[src/rtl/ram_port_arbiter_pkg.sv]
// Shared types and sizing for the two-master RAM port arbiter.
// Pure declarations: no latency, no backpressure.
package ram_port_arbiter_pkg;

   localparam int N_PORTS = 2;

   typedef enum logic [1:0] {
      IDLE     = 2'd0,
      RD_WAIT  = 2'd1,
      RSP_HOLD = 2'd2
   } state_e;

   function automatic int idx_width(input int n);
      return (n > 1) ? $clog2(n) : 1;
   endfunction

   localparam int IDX_W = idx_width(N_PORTS);

endpackage

[src/rtl/ram_port_arbiter_if.sv]
// Request and read-response channels of every master sharing the RAM port.
// Wires only: no latency; valid/ready backpressure on both channels.
interface ram_port_arbiter_if
   import ram_port_arbiter_pkg::*;
#(
   parameter int DATA_WIDTH = 8,
   parameter int ADDR_WIDTH = 2
);

   logic [N_PORTS-1:0]                 req_vld;
   logic [N_PORTS-1:0]                 req_rdy;
   logic [N_PORTS-1:0]                 req_we;
   logic [N_PORTS-1:0][ADDR_WIDTH-1:0] req_addr;
   logic [N_PORTS-1:0][DATA_WIDTH-1:0] req_din;
   logic [N_PORTS-1:0]                 rsp_vld;
   logic [N_PORTS-1:0]                 rsp_rdy;
   logic [DATA_WIDTH-1:0]              rsp_data;

   modport master (
      output req_vld, req_we, req_addr, req_din, rsp_rdy,
      input  req_rdy, rsp_vld, rsp_data
   );

   modport slave (
      input  req_vld, req_we, req_addr, req_din, rsp_rdy,
      output req_rdy, rsp_vld, rsp_data
   );

endinterface

[src/rtl/ram_port_arbiter_rr.sv]
// Combinational 2-way round-robin grant; prio names the favoured requester.
// Zero latency; no grant at all while enable is low.
module rr_arbiter_2 (
   input  logic [1:0] req,
   input  logic       prio,
   input  logic       enable,
   output logic [1:0] gnt,
   output logic       gnt_idx
);

   always_comb begin
      gnt     = 2'b00;
      gnt_idx = 1'b0;
      if (enable) begin
         // A lone requester wins even when it is not favoured.
         gnt_idx      = req[prio] ? prio : ~prio;
         gnt[gnt_idx] = req[gnt_idx];
      end
   end

endmodule

[src/rtl/ram_port_arbiter.sv]
// Shares one 1-cycle-latency single-port RAM between two masters, round-robin.
// Writes retire on grant; a read holds the port until its response is accepted.
module ram_port_arbiter
   import ram_port_arbiter_pkg::*;
#(
   parameter int DATA_WIDTH = 8,
   parameter int ADDR_WIDTH = 2
) (
   input  logic                  clk,
   input  logic                  rst,
   ram_port_arbiter_if.slave     bus,
   output logic                  ram_en,
   output logic                  ram_we,
   output logic [ADDR_WIDTH-1:0] ram_addr,
   output logic [DATA_WIDTH-1:0] ram_din,
   input  logic [DATA_WIDTH-1:0] ram_dout
);

   localparam logic [1:0] S_IDLE     = IDLE;
   localparam logic [1:0] S_RD_WAIT  = RD_WAIT;
   localparam logic [1:0] S_RSP_HOLD = RSP_HOLD;

   logic [1:0]            state_q, state_d;
   logic                  prio_q, prio_d;
   logic                  owner_q, owner_d;
   logic [DATA_WIDTH-1:0] rsp_reg_q, rsp_reg_d;

   logic [1:0] gnt;
   logic       gnt_idx;
   logic       arb_en;

   assign arb_en = (state_q == S_IDLE) && !rst;

   rr_arbiter_2 u_arb (
      .req     (bus.req_vld),
      .prio    (prio_q),
      .enable  (arb_en),
      .gnt     (gnt),
      .gnt_idx (gnt_idx)
   );

   always_comb begin
      state_d      = state_q;
      prio_d       = prio_q;
      owner_d      = owner_q;
      rsp_reg_d    = rsp_reg_q;
      bus.req_rdy  = gnt;
      bus.rsp_vld  = '0;
      bus.rsp_data = '0;
      ram_en       = |gnt;
      ram_we       = 1'b0;
      ram_addr     = '0;
      ram_din      = '0;

      case (state_q)
         S_IDLE: begin
            if (|gnt) begin
               ram_we   = bus.req_we[gnt_idx];
               ram_addr = bus.req_addr[gnt_idx];
               ram_din  = bus.req_din[gnt_idx];
               prio_d   = ~gnt_idx;
               if (!bus.req_we[gnt_idx]) begin
                  owner_d = gnt_idx;
                  state_d = S_RD_WAIT;
               end
            end
         end
         S_RD_WAIT: begin
            rsp_reg_d = ram_dout;
            state_d   = S_RSP_HOLD;
         end
         S_RSP_HOLD: begin
            // A response pending at reset is dropped, never presented.
            if (!rst) begin
               bus.rsp_vld[owner_q] = 1'b1;
               bus.rsp_data         = rsp_reg_q;
               if (bus.rsp_rdy[owner_q]) begin
                  state_d = S_IDLE;
               end
            end
         end
         default: state_d = S_IDLE;
      endcase
   end

   always_ff @(posedge clk) begin
      if (rst) begin
         state_q   <= S_IDLE;
         prio_q    <= 1'b0;
         owner_q   <= 1'b0;
         rsp_reg_q <= '0;
      end else begin
         state_q   <= state_d;
         prio_q    <= prio_d;
         owner_q   <= owner_d;
         rsp_reg_q <= rsp_reg_d;
      end
   end

endmodule

[src/flat_wrapper.sv]
// flat-port wrapper written by rule: the top's interface ports become plain ports
module ram_port_arbiter_flat import ram_port_arbiter_pkg::*;
#(
   parameter int DATA_WIDTH = 8,
   parameter int ADDR_WIDTH = 2
)
  (clk, rst, ram_en, ram_we, ram_addr, ram_din, ram_dout, bus_req_vld, bus_req_we, bus_req_addr, bus_req_din, bus_rsp_rdy, bus_req_rdy, bus_rsp_vld, bus_rsp_data);
  ram_port_arbiter_if #(.DATA_WIDTH(DATA_WIDTH), .ADDR_WIDTH(ADDR_WIDTH)) bus_i ();
  input  logic clk;
  input  logic rst;
  output logic ram_en;
  output logic ram_we;
  output logic [ADDR_WIDTH-1:0] ram_addr;
  output logic [DATA_WIDTH-1:0] ram_din;
  input  logic [DATA_WIDTH-1:0] ram_dout;
  input wire logic [$bits(bus_i.req_vld)-1:0] bus_req_vld;
  input wire logic [$bits(bus_i.req_we)-1:0] bus_req_we;
  input wire logic [$bits(bus_i.req_addr)-1:0] bus_req_addr;
  input wire logic [$bits(bus_i.req_din)-1:0] bus_req_din;
  input wire logic [$bits(bus_i.rsp_rdy)-1:0] bus_rsp_rdy;
  output wire logic [$bits(bus_i.req_rdy)-1:0] bus_req_rdy;
  output wire logic [$bits(bus_i.rsp_vld)-1:0] bus_rsp_vld;
  output wire logic [$bits(bus_i.rsp_data)-1:0] bus_rsp_data;
  assign bus_i.req_vld = bus_req_vld;
  assign bus_i.req_we = bus_req_we;
  assign bus_i.req_addr = bus_req_addr;
  assign bus_i.req_din = bus_req_din;
  assign bus_i.rsp_rdy = bus_rsp_rdy;
  assign bus_req_rdy = bus_i.req_rdy;
  assign bus_rsp_vld = bus_i.rsp_vld;
  assign bus_rsp_data = bus_i.rsp_data;
  ram_port_arbiter #(.DATA_WIDTH(DATA_WIDTH), .ADDR_WIDTH(ADDR_WIDTH)) u_core (.clk(clk), .rst(rst), .bus(bus_i), .ram_en(ram_en), .ram_we(ram_we), .ram_addr(ram_addr), .ram_din(ram_din), .ram_dout(ram_dout));
endmodule
[config.mk]
export PLATFORM = sky130hd
export DESIGN_NAME = ram_port_arbiter_flat
export DESIGN_NICKNAME = d
export VERILOG_FILES = /design/src/rtl/ram_port_arbiter_pkg.sv /design/src/rtl/ram_port_arbiter_if.sv /design/src/rtl/ram_port_arbiter_rr.sv /design/src/rtl/ram_port_arbiter.sv /design/src/flat_wrapper.sv
export SDC_FILE = /design/constraint.sdc
export NUM_CORES = 1
export LEC_CHECK = 0
export ABC_CLOCK_PERIOD_IN_PS = 2100
export BUFFER_PORTS_ARGS = -buffer_cell sky130_fd_sc_hd__buf_2
export CORE_MARGIN = 3
export CORE_UTILIZATION = 34
export DETAILED_ROUTE_END_ITERATION = 8
export HOLD_SLACK_MARGIN = 0.15
export PLACE_DENSITY = 0.78
export SLEW_MARGIN = 20
export SYNTH_ARGS = -nofsm -noshare
export SYNTH_HDL_FRONTEND = slang
export SYNTH_SLANG_ARGS = --single-unit
[constraint.sdc]
create_clock -name clk -period 2.1 [get_ports clk]
set_input_delay 0.63 -clock clk [delete_from_list [all_inputs] [get_ports clk]]
set_output_delay 0.63 -clock clk [all_outputs]
set_load 0.05 [all_outputs]
==> impl_metrics.yaml <==
status:
  outcome: "finished, violations left"
  violations: "setup timing"
flow_run:
  cap_violations: 0
placement:
  dpl.hpwl_mm: 2.25
  port_buffers: 59
  gp_congestion: 0.815
  dp_slack_ns: -0.733
grt:
  antenna_found_initial: 0
  grt_use_total: 0.267
  grt_max_degree: 13
  grt_pass1_vias: 1144
  grt_pass1_wl_mm: 5.38
  grt_overflow: 0
power_and_ir_drop:
  clock_power_share: 0.198
  combPwrFrac: 0.529
  p_leak_nw: 0.798
  swShare: 0.382
  ir_worst_vdd_v: 0.000414
  net-switching-power_mw: 0.359
  powerDensity_mw_per_mm2: 526
  intPower_mw: 0.579
  finalPower_mw: 0.938
  seqPwrFrac: 0.273
floorplan:
  core_mm2: 0.00200
  die_w_um: 52.7
  start_util: 0.370
  die_area_mm2: 0.00277
  die_h_um: 52.7
  row_count: 16
  num_io_pins: 60
sta:
  min_period_ns: 2.41
  max_slew_margin: 0.621
  timing.hold.ws_ns: 0.459
  rsz0062_at_grt: "true"
  worstMarginPinSlew_ns: 0.568
  tns_ns: -6.48
  setup_slack_ns: -0.313
  slew_viol_final: 0
  post-route-period-util: 1.15
  setup_viol: 24
  skew_ns: 0.00217
  hold_viol: 0
  max_freq_mhz: 414
worst_setup_path:
  r2r_setup_slack_ns: 0.58
  cp_slowest_cell: "o221a_4"
  critPathLaunchType: "primary input"
  worst_setup_path_end_kind: "output pin"
  cp.arrival_ns: 1.78
  crit_chain: "buf_6 > buf_6 > nor3_4 > o21ai_4 > clkbuf_16 > o221a_4 > buf_8"
  path_class: "in2out"
  timing.rr.start: "u_core.state_q[0]"
  r2r_end: "u_core.rsp_reg_q[0]"
  critical-path-max-stage-delay_ns: 0.24
  cp_common_cell: "buf_6"
  cp.required_ns: 1.47
  cp-startpoint: "rst"
  reg2regPathDepth: 5
  worst-path-max-fanout: 5
drt:
  viasPerCell: 5.47
  ant_nets: 0
  wire_per_inst_um: 19.9
  dr.pass1.iters: 4
  drc: 0
  dr_total_vias: 1126
  routed_wl_mm: 4.10
  drtIter0Drc: 30
final_layout:
  drive_above_1_share: 0.698
  diodes: 0
  finalNetCount: 216
  utilization: 0.890
  syn_to_final_growth_pct: 141
logic_synthesis:
  syn_nets: 130
  synth_xor_area_frac: 0
  synth_area_per_cell_um2: 7.88
  synth_compound_area_frac: 0.304
  ys_seq_area_frac: 0.324
  ys_ff_latch: 12
  synthAdderAreaFrac: 0
  synthMuxAreaShare: 0.0135
  syn-instance-count: 94
  yosys.area_share.simple: 0.316
  synth_area_um2: 741
  synth_cell_type_count: 22
  synth_warnings: 0
  synth_top_family_by_area: "simple AND/OR/NAND/NOR gates"
clock_network:
  cts_tree: "yes"
  clk_latency_ns: 0.27
  cts-root-buf: "clkbuf_4"
  numCtsBuffers: 3
  clk_pin_slew_ns: 0.08
  cts_max_path_buffers: 2
  h-tree-depth: 1
  ctsHoldBuffers: 0
  cts.sinks: 12
worst_hold_path:
  hold_depth: 2
  whs_endpoint: "u_core.rsp_reg_q[5]"
  hold_class: "reg2reg"
  hp-start: "u_core.rsp_reg_q[5]"
[sequential cells by signal, summed over array words and instances, names as in the netlist]
name / cells
u_core.owner_q: 1
u_core.rsp_reg_q: 8
u_core.state_q: 2
u_core.prio_q: 1
[routing by layer]
metal / share of wire / GRT usage / vias up
met5: 0 / 0 / -
met2: 0.54 / 0.521 / 73
met1: 0.35 / 0.251 / 532
met4: 0.014 / 0.102 / 0
met3: 0.092 / 0.0855 / 8
li1: - / - / 513
[layout by cell type, fill, tap and decap left out, types with 2 or more instances in the layout]
master	n
buf_12	3
nor2b_1	4
buf_6	13
and2_4	10
a21oi_1	10
o221a_4	9
nor2_4	3
buf_8	17
nand2_1	16
dfxtp_1	12
buf_2	33
o211ai_1	2
clkbuf_4	3
buf_4	20
o21ai_0	2
[critical path, delay by kind of cell]
| kind | cells | cell delay (ns) |
|---|---|---|
| buffers and inverters | 4 | 0.54 |
| and+or+nand+nor | 1 | 0.22 |
| AOI/OAI and AO/OA | 2 | 0.38 |
[power groups by stage]
stage | sequential, mW | clock (mW) | combinational [mW]
after floorplan | 0.259 | 0 | 0.239
final | 0.256 | 0.185 | 0.496
after detailed placement | 0.258 | 0 | 0.365
after global placement | 0.257 | 0 | 0.353
after global routing | 0.257 | 0.198 | 0.514
after CTS | 0.254 | 0.186 | 0.468
[cell usage after synthesis, drive strengths merged]
library cell | n | area, um^2
nand2 | 16 | 60.1
dfxtp | 12 | 240
a21oi | 11 | 55.1
and2 | 10 | 62.6
o221a | 10 | 113
clkbuf | 5 | 18.8
nor2b | 5 | 31.3
nor2 | 4 | 15.0
o21ai | 4 | 20.0
inv | 2 | 7.51
nor3b | 2 | 15.0
o211ai | 2 | 15.0
o31ai | 2 | 15.0
or4 | 2 | 18.8
a211oi | 1 | 7.51
buf | 1 | 5.00
mux2i | 1 | 10.0
nand3b | 1 | 7.51
nor3 | 1 | 5.00
or2b | 1 | 7.51
or3 | 1 | 11.3
[cell type report]
class	instances	area, um^2
clock buffers	4	36.3
well taps	27	33.8
fillers	98	220
repair buffers	87	802
flip-flops and latches	12	240
inverters	2	11.3
multi-input cells	74	658
[logic make-up after synthesis]
logic type             count (synthesis)
AND/OR/NAND/NOR                       43
AO/OA/AOI/OAI                         30
flip-flops                            12
buffers and inverters                  8
multiplexers                           1
[what timing repair did]
action / CTS / global route
endpoints found under the setup margin: 24 / 24
gates resized for setup: 94 / 6
pin swaps: 13 / 2
buffers inserted: 3 / 3
cloned: 1 / 0
[how the worst max path moves through the flow]
| stage | endpoint | slack, ns | depth (start not counted) |
|---|---|---|---|
| floorplan | bus_req_rdy[0] | -0.14 | 3 |
| global placement | ram_addr[1] | -0.65 | 5 |
| detailed placement | ram_addr[1] | -0.73 | 5 |
| CTS | bus_req_rdy[0] | -0.26 | 6 |
| global route | ram_addr[1] | -0.39 | 8 |
| finish | ram_din[4] | -0.31 | 7 |
[through the flow]
| step | area [um^2] | std cells |
|---|---|---|
| 2_1_floorplan | 872 | 94 |
| 3_3_place_gp | 1350 | 196 |
| 3_5_place_dp | 1350 | 196 |
| 4_1_cts | 1750 | 204 |
| 5_1_grt | 1780 | 206 |
| 6_report | 1780 | 206 |
No activity file was read; power rests on OpenSTA's default activity.
